--- config.mk ---
export PLATFORM = sky130hd
export DESIGN_NAME = conv_tree_deserializer
export DESIGN_NICKNAME = d
export VERILOG_FILES = /design/src/rtl/conv_tree_deserializer.sv
export SDC_FILE = /design/constraint.sdc
export NUM_CORES = 1
export LEC_CHECK = 0
export CORE_MARGIN = 3
export CORE_UTILIZATION = 43
export DETAILED_ROUTE_END_ITERATION = 6
export SYNTH_ARGS = -nofsm -noshare
export SYNTH_HDL_FRONTEND = slang
export SYNTH_SLANG_ARGS = --single-unit
export TNS_END_PERCENT = 100
--- constraint.sdc ---
create_clock -name CLK -period 4.3 [get_ports CLK]
set_clock_uncertainty 0.15 [all_clocks]
set_input_delay 0.86 -clock CLK [delete_from_list [all_inputs] [get_ports CLK]]
set_output_delay 0.86 -clock CLK [all_outputs]
set_load 0.01 [all_outputs]
--- src/rtl/conv_tree_deserializer.sv ---
// conv_tree_deserializer
// Serial-to-parallel receiver for framed words from the conv tree serializer.
// A frame begins on a valid bit qualified by FRAME_START and completes after
// OUTPUTS_NUM valid bits. A FRAME_START inside a frame restarts it. A stall of
// TIMEOUT idle cycles aborts it. Both cases pulse FRAME_ERR.
//
// Ports:
//   CLK          in   rising-edge clock
//   RESET        in   synchronous active-high reset
//   SERIAL_IN    in   serial data bit
//   SERIAL_VALID in   qualifies SERIAL_IN
//   FRAME_START  in   current valid bit is bit 0 of a word
//   PAR_OUT      out  last completed word, held until the next completes
//   PAR_VALID    out  one-cycle pulse when PAR_OUT updates
//   BUSY         out  a frame is partially received
//   FRAME_ERR    out  one-cycle pulse when a partial frame is discarded
module conv_tree_deserializer #(
  parameter int unsigned OUTPUTS_NUM = 16,
  parameter bit          LSB_FIRST   = 1'b0,
  parameter int unsigned TIMEOUT     = 32
) (
  input  logic                   CLK,
  input  logic                   RESET,
  input  logic                   SERIAL_IN,
  input  logic                   SERIAL_VALID,
  input  logic                   FRAME_START,
  output logic [OUTPUTS_NUM-1:0] PAR_OUT,
  output logic                   PAR_VALID,
  output logic                   BUSY,
  output logic                   FRAME_ERR
);

  localparam int unsigned CNT_W  = $clog2(OUTPUTS_NUM) + 1;
  localparam int unsigned IDLE_W = (TIMEOUT > 0) ? $clog2(TIMEOUT + 1) : 1;

  localparam logic [0:0] ST_IDLE  = 1'b0;
  localparam logic [0:0] ST_SHIFT = 1'b1;

  logic [0:0]             state_q,     state_d;
  logic [OUTPUTS_NUM-1:0] shreg_q,     shreg_d;
  logic [CNT_W-1:0]       cnt_q,       cnt_d;
  logic [IDLE_W-1:0]      idle_q,      idle_d;
  logic [OUTPUTS_NUM-1:0] par_out_q,   par_out_d;
  logic                   par_valid_q, par_valid_d;
  logic                   frame_err_q, frame_err_d;

  logic [OUTPUTS_NUM-1:0] start_word;
  logic [OUTPUTS_NUM-1:0] shift_word;

  // Word seeded with the first bit, and the shift register advanced by one bit.
  // Both orders shift so the first bit ends at its final position after
  // OUTPUTS_NUM bits without indexing by the bit count.
  always_comb begin
    start_word = '0;
    if (LSB_FIRST) begin
      start_word[OUTPUTS_NUM-1] = SERIAL_IN;
      shift_word = {SERIAL_IN, shreg_q[OUTPUTS_NUM-1:1]};
    end else begin
      start_word[0] = SERIAL_IN;
      shift_word = {shreg_q[OUTPUTS_NUM-2:0], SERIAL_IN};
    end
  end

  // Next-state and output logic.
  always_comb begin
    state_d     = state_q;
    shreg_d     = shreg_q;
    cnt_d       = cnt_q;
    idle_d      = idle_q;
    par_out_d   = par_out_q;
    par_valid_d = 1'b0;
    frame_err_d = 1'b0;

    case (state_q)
      ST_IDLE: begin
        // Valid bits without FRAME_START are dropped silently here.
        if (SERIAL_VALID && FRAME_START) begin
          shreg_d = start_word;
          cnt_d   = CNT_W'(1);
          idle_d  = '0;
          state_d = ST_SHIFT;
        end
      end

      ST_SHIFT: begin
        if (SERIAL_VALID) begin
          idle_d = '0;
          if (FRAME_START) begin
            // Restart takes priority, even over a would-be final bit.
            frame_err_d = 1'b1;
            shreg_d     = start_word;
            cnt_d       = CNT_W'(1);
          end else if (cnt_q == CNT_W'(OUTPUTS_NUM - 1)) begin
            par_out_d   = shift_word;
            par_valid_d = 1'b1;
            shreg_d     = '0;
            cnt_d       = '0;
            state_d     = ST_IDLE;
          end else begin
            shreg_d = shift_word;
            cnt_d   = cnt_q + CNT_W'(1);
          end
        end else if (TIMEOUT != 0) begin
          // Abort on the stall cycle that would bring the counter to TIMEOUT.
          if (idle_q == IDLE_W'(TIMEOUT - 1)) begin
            frame_err_d = 1'b1;
            shreg_d     = '0;
            cnt_d       = '0;
            idle_d      = '0;
            state_d     = ST_IDLE;
          end else begin
            idle_d = idle_q + IDLE_W'(1);
          end
        end
      end

      default: begin
        state_d = ST_IDLE;
        shreg_d = '0;
        cnt_d   = '0;
        idle_d  = '0;
      end
    endcase
  end

  // State and output registers.
  always_ff @(posedge CLK) begin
    if (RESET) begin
      state_q     <= ST_IDLE;
      shreg_q     <= '0;
      cnt_q       <= '0;
      idle_q      <= '0;
      par_out_q   <= '0;
      par_valid_q <= 1'b0;
      frame_err_q <= 1'b0;
    end else begin
      state_q     <= state_d;
      shreg_q     <= shreg_d;
      cnt_q       <= cnt_d;
      idle_q      <= idle_d;
      par_out_q   <= par_out_d;
      par_valid_q <= par_valid_d;
      frame_err_q <= frame_err_d;
    end
  end

  assign PAR_OUT   = par_out_q;
  assign PAR_VALID = par_valid_q;
  assign FRAME_ERR = frame_err_q;
  assign BUSY      = (state_q == ST_SHIFT);

endmodule

== Word level (Yosys, flattened, before mapping) ==
Index checks and enable logic that the tools add are counted.
Word-level totals
  word-level logic and storage cells: 47
  output and inout bits: 19
  input port bits: 5
  flip-flop bits (word level): 45
Operators by class
  equal/unequal tests: 4
  add/sub/neg operators: 2
  muxes and demuxes: 26
  reductions and logical operators: 5
  bitwise logic cells: 3
Operators by type and width (count)
  two-way mux 15 bit: 5
  case mux 15 bit (2 select lines): 1
  two-way mux 5 bit: 5
  two-way mux 6 bit: 3
  case mux 6 bit (2 select lines): 1
  case mux 5 bit (2 select lines): 1
  two-way mux 1 bit: 9
  adder 6 x 1 -> 6 bit, second input constant: 1
  equality test 6 x 5 -> 1 bit, second input constant: 1
  adder 5 x 1 -> 5 bit, second input constant: 1
  equality test 5 x 4 -> 1 bit, second input constant: 1
  AND reduction 4 bit: 1
  OR reduction 4 bit: 1
  != test 3 x 2 -> 1 bit, second input constant: 1
  inverter 1 bit: 3
  != test 2 bit, second input constant: 1
  case mux 1 bit (2 select lines): 1
  AND reduction 2 bit: 1
  OR reduction 2 bit: 1
  logical AND 1 bit: 1

== Longest topological paths before layout ==
  depth in word-level cells: 5
  mapped depth: 6
  mapped depth without buffers: 5

== Least setup slack after synthesis ==
OpenSTA, ideal clock, no wires.
  kind: input-to-reg
  start: input port FRAME_START
  end: register cnt_q[1]
  path slack: 2.254 ns
  data arrival time: 1.838 ns
  path buffers: 1
  required time: 4.091 ns
  library setup time: 0.059 ns
  cell stages on the path: 4
  cell sequence: or2_1 -> a221oi_4 -> buf_2 -> a22o_1
Between the ends
  cells in the longest elaborated chain, start to end: 3
Ends and longest elaborated chain
  start: declaration: RTL line 26  | input logic FRAME_START,
  two-way mux 5 bit or logical AND 1 bit (tied branches): RTL line 88, 77
  two-way mux 5 bit or != test 2 bit (tied branches)
  case mux 5 bit (2 select lines) or AND reduction 2 bit (tied branches)
  end signal: assignment: RTL line 139  | cnt_q <= cnt_d;
  end: declaration: RTL line 41  | logic [CNT_W-1:0] cnt_q, cnt_d;
Parallel ways exist; a longest one is shown, timed or not.
A chain may end at the register's enable or synchronous reset.

== Worst setup path in the final report ==
  start: input port FRAME_START
  end: register cnt_q[3]
Same word-level chain as after synthesis.

==> impl_metrics.tcl <==
set metrics [dict create \
    powerDensity_nw_per_um2 363.7 \
    dieArea_um2 5006 \
    end_kind "register" \
    r2r_end "cnt_q[3]" \
    drive_gt1_share_pct 8.377 \
    synth_mux_area_share_pct 9.993 \
    r2r_start "idle_q[0]" \
    synth_compound_area_share_pct 17.00 \
    worst_r2r_path_depth 5 \
    met1_usage_pct 19.45 \
    synthAdderAreaFrac_pct 1.388 \
    syn-num-nets 174 \
    hpwl_mm 2.332 \
    antenna_cells 0 \
    cp-start-kind "input port" \
    clock.fmax_mhz 363.0 \
    postLayoutCoreUtil_pct 55.94 \
    ios 24 \
    synthArstFlopShare_pct 0 \
    coreArea_um2 3854 \
    drv_cap 0 \
    reg2reg_slack_ns 2.27 \
    fin_ws_ns 1.545 \
    drc_errors 0 \
    leakage_nw 0.8019 \
    synth_simple_gate_area_share_pct 17.63 \
    dieHeight_um 70.76 \
    relSlewSlack_pct 48.16 \
    fin_nets 197 \
    antenna_found_initial 0 \
    grt_pass1_wl_mm 5.802 \
    fin_setup_tns_ns 0 \
    layout-area-overhead-vs-synth_pct 19.57 \
    ys_types 39 \
    start_util_pct 46.79 \
    final.fill_count 348 \
    gr-usage-met2_pct 21.63 \
    grt_most_used_layer "met2" \
    hold_class "reg2reg" \
    syn_area_um2 1803 \
    hold_depth 1 \
    clk_latency_ns 0.29 \
    slew_violations 0 \
    grt_pass1_vias 1198 \
    ys_ff_latch 45 \
    fin_crit_ns 2.755 \
    dr.first_iter.drc_count 50 \
    synth_top_family_by_area "simple AND/OR/NAND/NOR gates" \
    setup_viol 0 \
    syn_inst 167 \
    vias 1274 \
    avgSynthCellArea_um2 10.80 \
    track_usage_pct 14.19 \
    path_class "in2reg" \
    dr.pass1.iters 4 \
    cts.sinks 45 \
    rsz0062_at_grt "false" \
    fin_crit_sh_pct 64.06 \
    ys_seq_area_share_pct 49.97 \
    clk_pin_slew_ns 0.08 \
    peakVddDrop_mv 0.2347 \
    clockBufferDepth 2 \
    p_total_uw 784.0 \
    synth_edf_count 0 \
    cts_tree "built" \
    place_congestion 0.8305 \
    numCtsBuffers 5 \
    htree_levels 2 \
    outcome "completed" \
    grt_max_degree 19 \
    routed_wl_mm 3.381 \
    root_buffer "clkbuf_8" \
    overflow 0 \
    synth-xor-area-share_pct 0 \
    tightest_slew_ns 0.7743 \
    ys.flop_type "dfxtp_1" \
    cp.arrival_ns 2.83 \
    antenna_left 0 \
    cts_setup_buffers 0 \
    cts_hold_buffers 0 \
    vias_per_cell 5.331 \
    critPathRequiredTime_ns 4.37 \
    rows 22 \
    pre_cts_slack_ns 1.220 \
    yosysWarnings 0 \
    finalHoldViolations 0 \
    grtUsageMet3_pct 4.688 \
    hp-start "cnt_q[4]" \
    hold_path_end "cnt_q[4]" \
    cts-resized-gates 0 \
    port_buffers 23 \
    crit_path_max_fanout 18 \
    die_x_um 70.76 \
    routedWlPerCell_um 14.15 \
]
==> cells in the mapped netlist (2+ instances only) <==
library cell	instances	area, µm²
a21oi_1	9	45.04
a22o_1	17	148.9
a31oi_1	2	12.51
buf_2	4	20.02
dfxtp_1	45	900.9
ha_1	2	25.02
mux2i_1	18	180.2
nand2_1	6	22.52
nand2b_1	2	12.51
nand3_1	4	20.02
nand3b_1	2	15.01
nor2_1	22	82.58
nor3_1	2	10.01
nor3b_1	4	30.03
o21ai_0	4	20.02
==> cells by family (layout without fill, tap and decap cells) <==
| group | count (synthesis) | count (layout) |
|---|---|---|
| adder cells (fa/ha/maj) | 2 | 2 |
| flip-flops | 45 | 45 |
| buffers and inverters | 9 | 33 |
| multiplexers | 18 | 18 |
| AO/OA/AOI/OAI | 40 | 40 |
| AND/OR/NAND/NOR | 53 | 53 |
==> cells in the final DEF (no fill, tap or decap), types with 2 or more instances in the layout <==
master,instances
nand2b_1,2
buf_4,2
a22o_1,17
o21ai_0,4
mux2i_1,18
ha_1,2
nor3_1,2
a21oi_1,9
nor3b_1,4
nand3b_1,2
nand2_1,6
nor2_1,22
clkbuf_8,6
clkdlybuf4s50_1,23
a31oi_1,2
nand3_1,4
dfxtp_1,45
==> per-stage QoR <==
| step | area, µm² | hold WS [ns] | instances |
|---|---|---|---|
| after global routing | 2156 | 0.3548 | 239 |
| after global placement | 2036 | 0.3197 | 231 |
| final | 2156 | 0.3303 | 239 |
| after floorplan | 1803 | 0.2922 | 167 |
| after CTS | 2156 | 0.3350 | 239 |
| after detailed placement | 2036 | 0.3237 | 231 |
==> layout make-up <==
cell class	count	area, µm²	area share (%)
sequential	45	900.9	41.79
multi-input combinational	113	829.5	38.48
timing repair buffer	25	245.2	11.38
clock buffer	6	82.58	3.831
tap	48	60.06	2.786
clock inverter	2	37.54	1.741
==> registers in the layout, summed over array words and instances, names as in the netlist <==
register and flops:
BUSY 1, PAR_VALID 1, idle_q 6, shreg_q 15, cnt_q 5, PAR_OUT 16, FRAME_ERR 1
==> critical path: stages <==
cell and delay, ns:
clkdlybuf4s50_1 0.67, or2_1 0.39, a221oi_4 0.66, a21oi_1 0.08, mux2i_1 0.15
==> how the worst max path moves through the flow <==
| stage | start | end | slack, ns | depth (start not counted) |
|---|---|---|---|---|
| after floorplan | FRAME_START | cnt_q[1] | 2.25 | 4 |
| after global placement | SERIAL_VALID | cnt_q[3] | 1.30 | 5 |
| after detailed placement | RESET | cnt_q[3] | 1.22 | 4 |
| after CTS | RESET | cnt_q[3] | 1.53 | 4 |
| after global routing | FRAME_START | cnt_q[3] | 1.40 | 5 |
| final | FRAME_START | cnt_q[3] | 1.55 | 5 |
==> routing by layer <==
metal | up-vias | wire length, µm
li1 | 653 | -
met1 | 593 | 1645
met2 | 23 | 1574
met3 | 5 | 128
met4 | 0 | 32
met5 | - | 0
==> where the power goes <==
group          internal [mW]  switching (mW)
clock                  0.189           0.137
sequential             0.419         0.00478
combinational         0.0133          0.0211
Power figures use the tool's default switching activity.
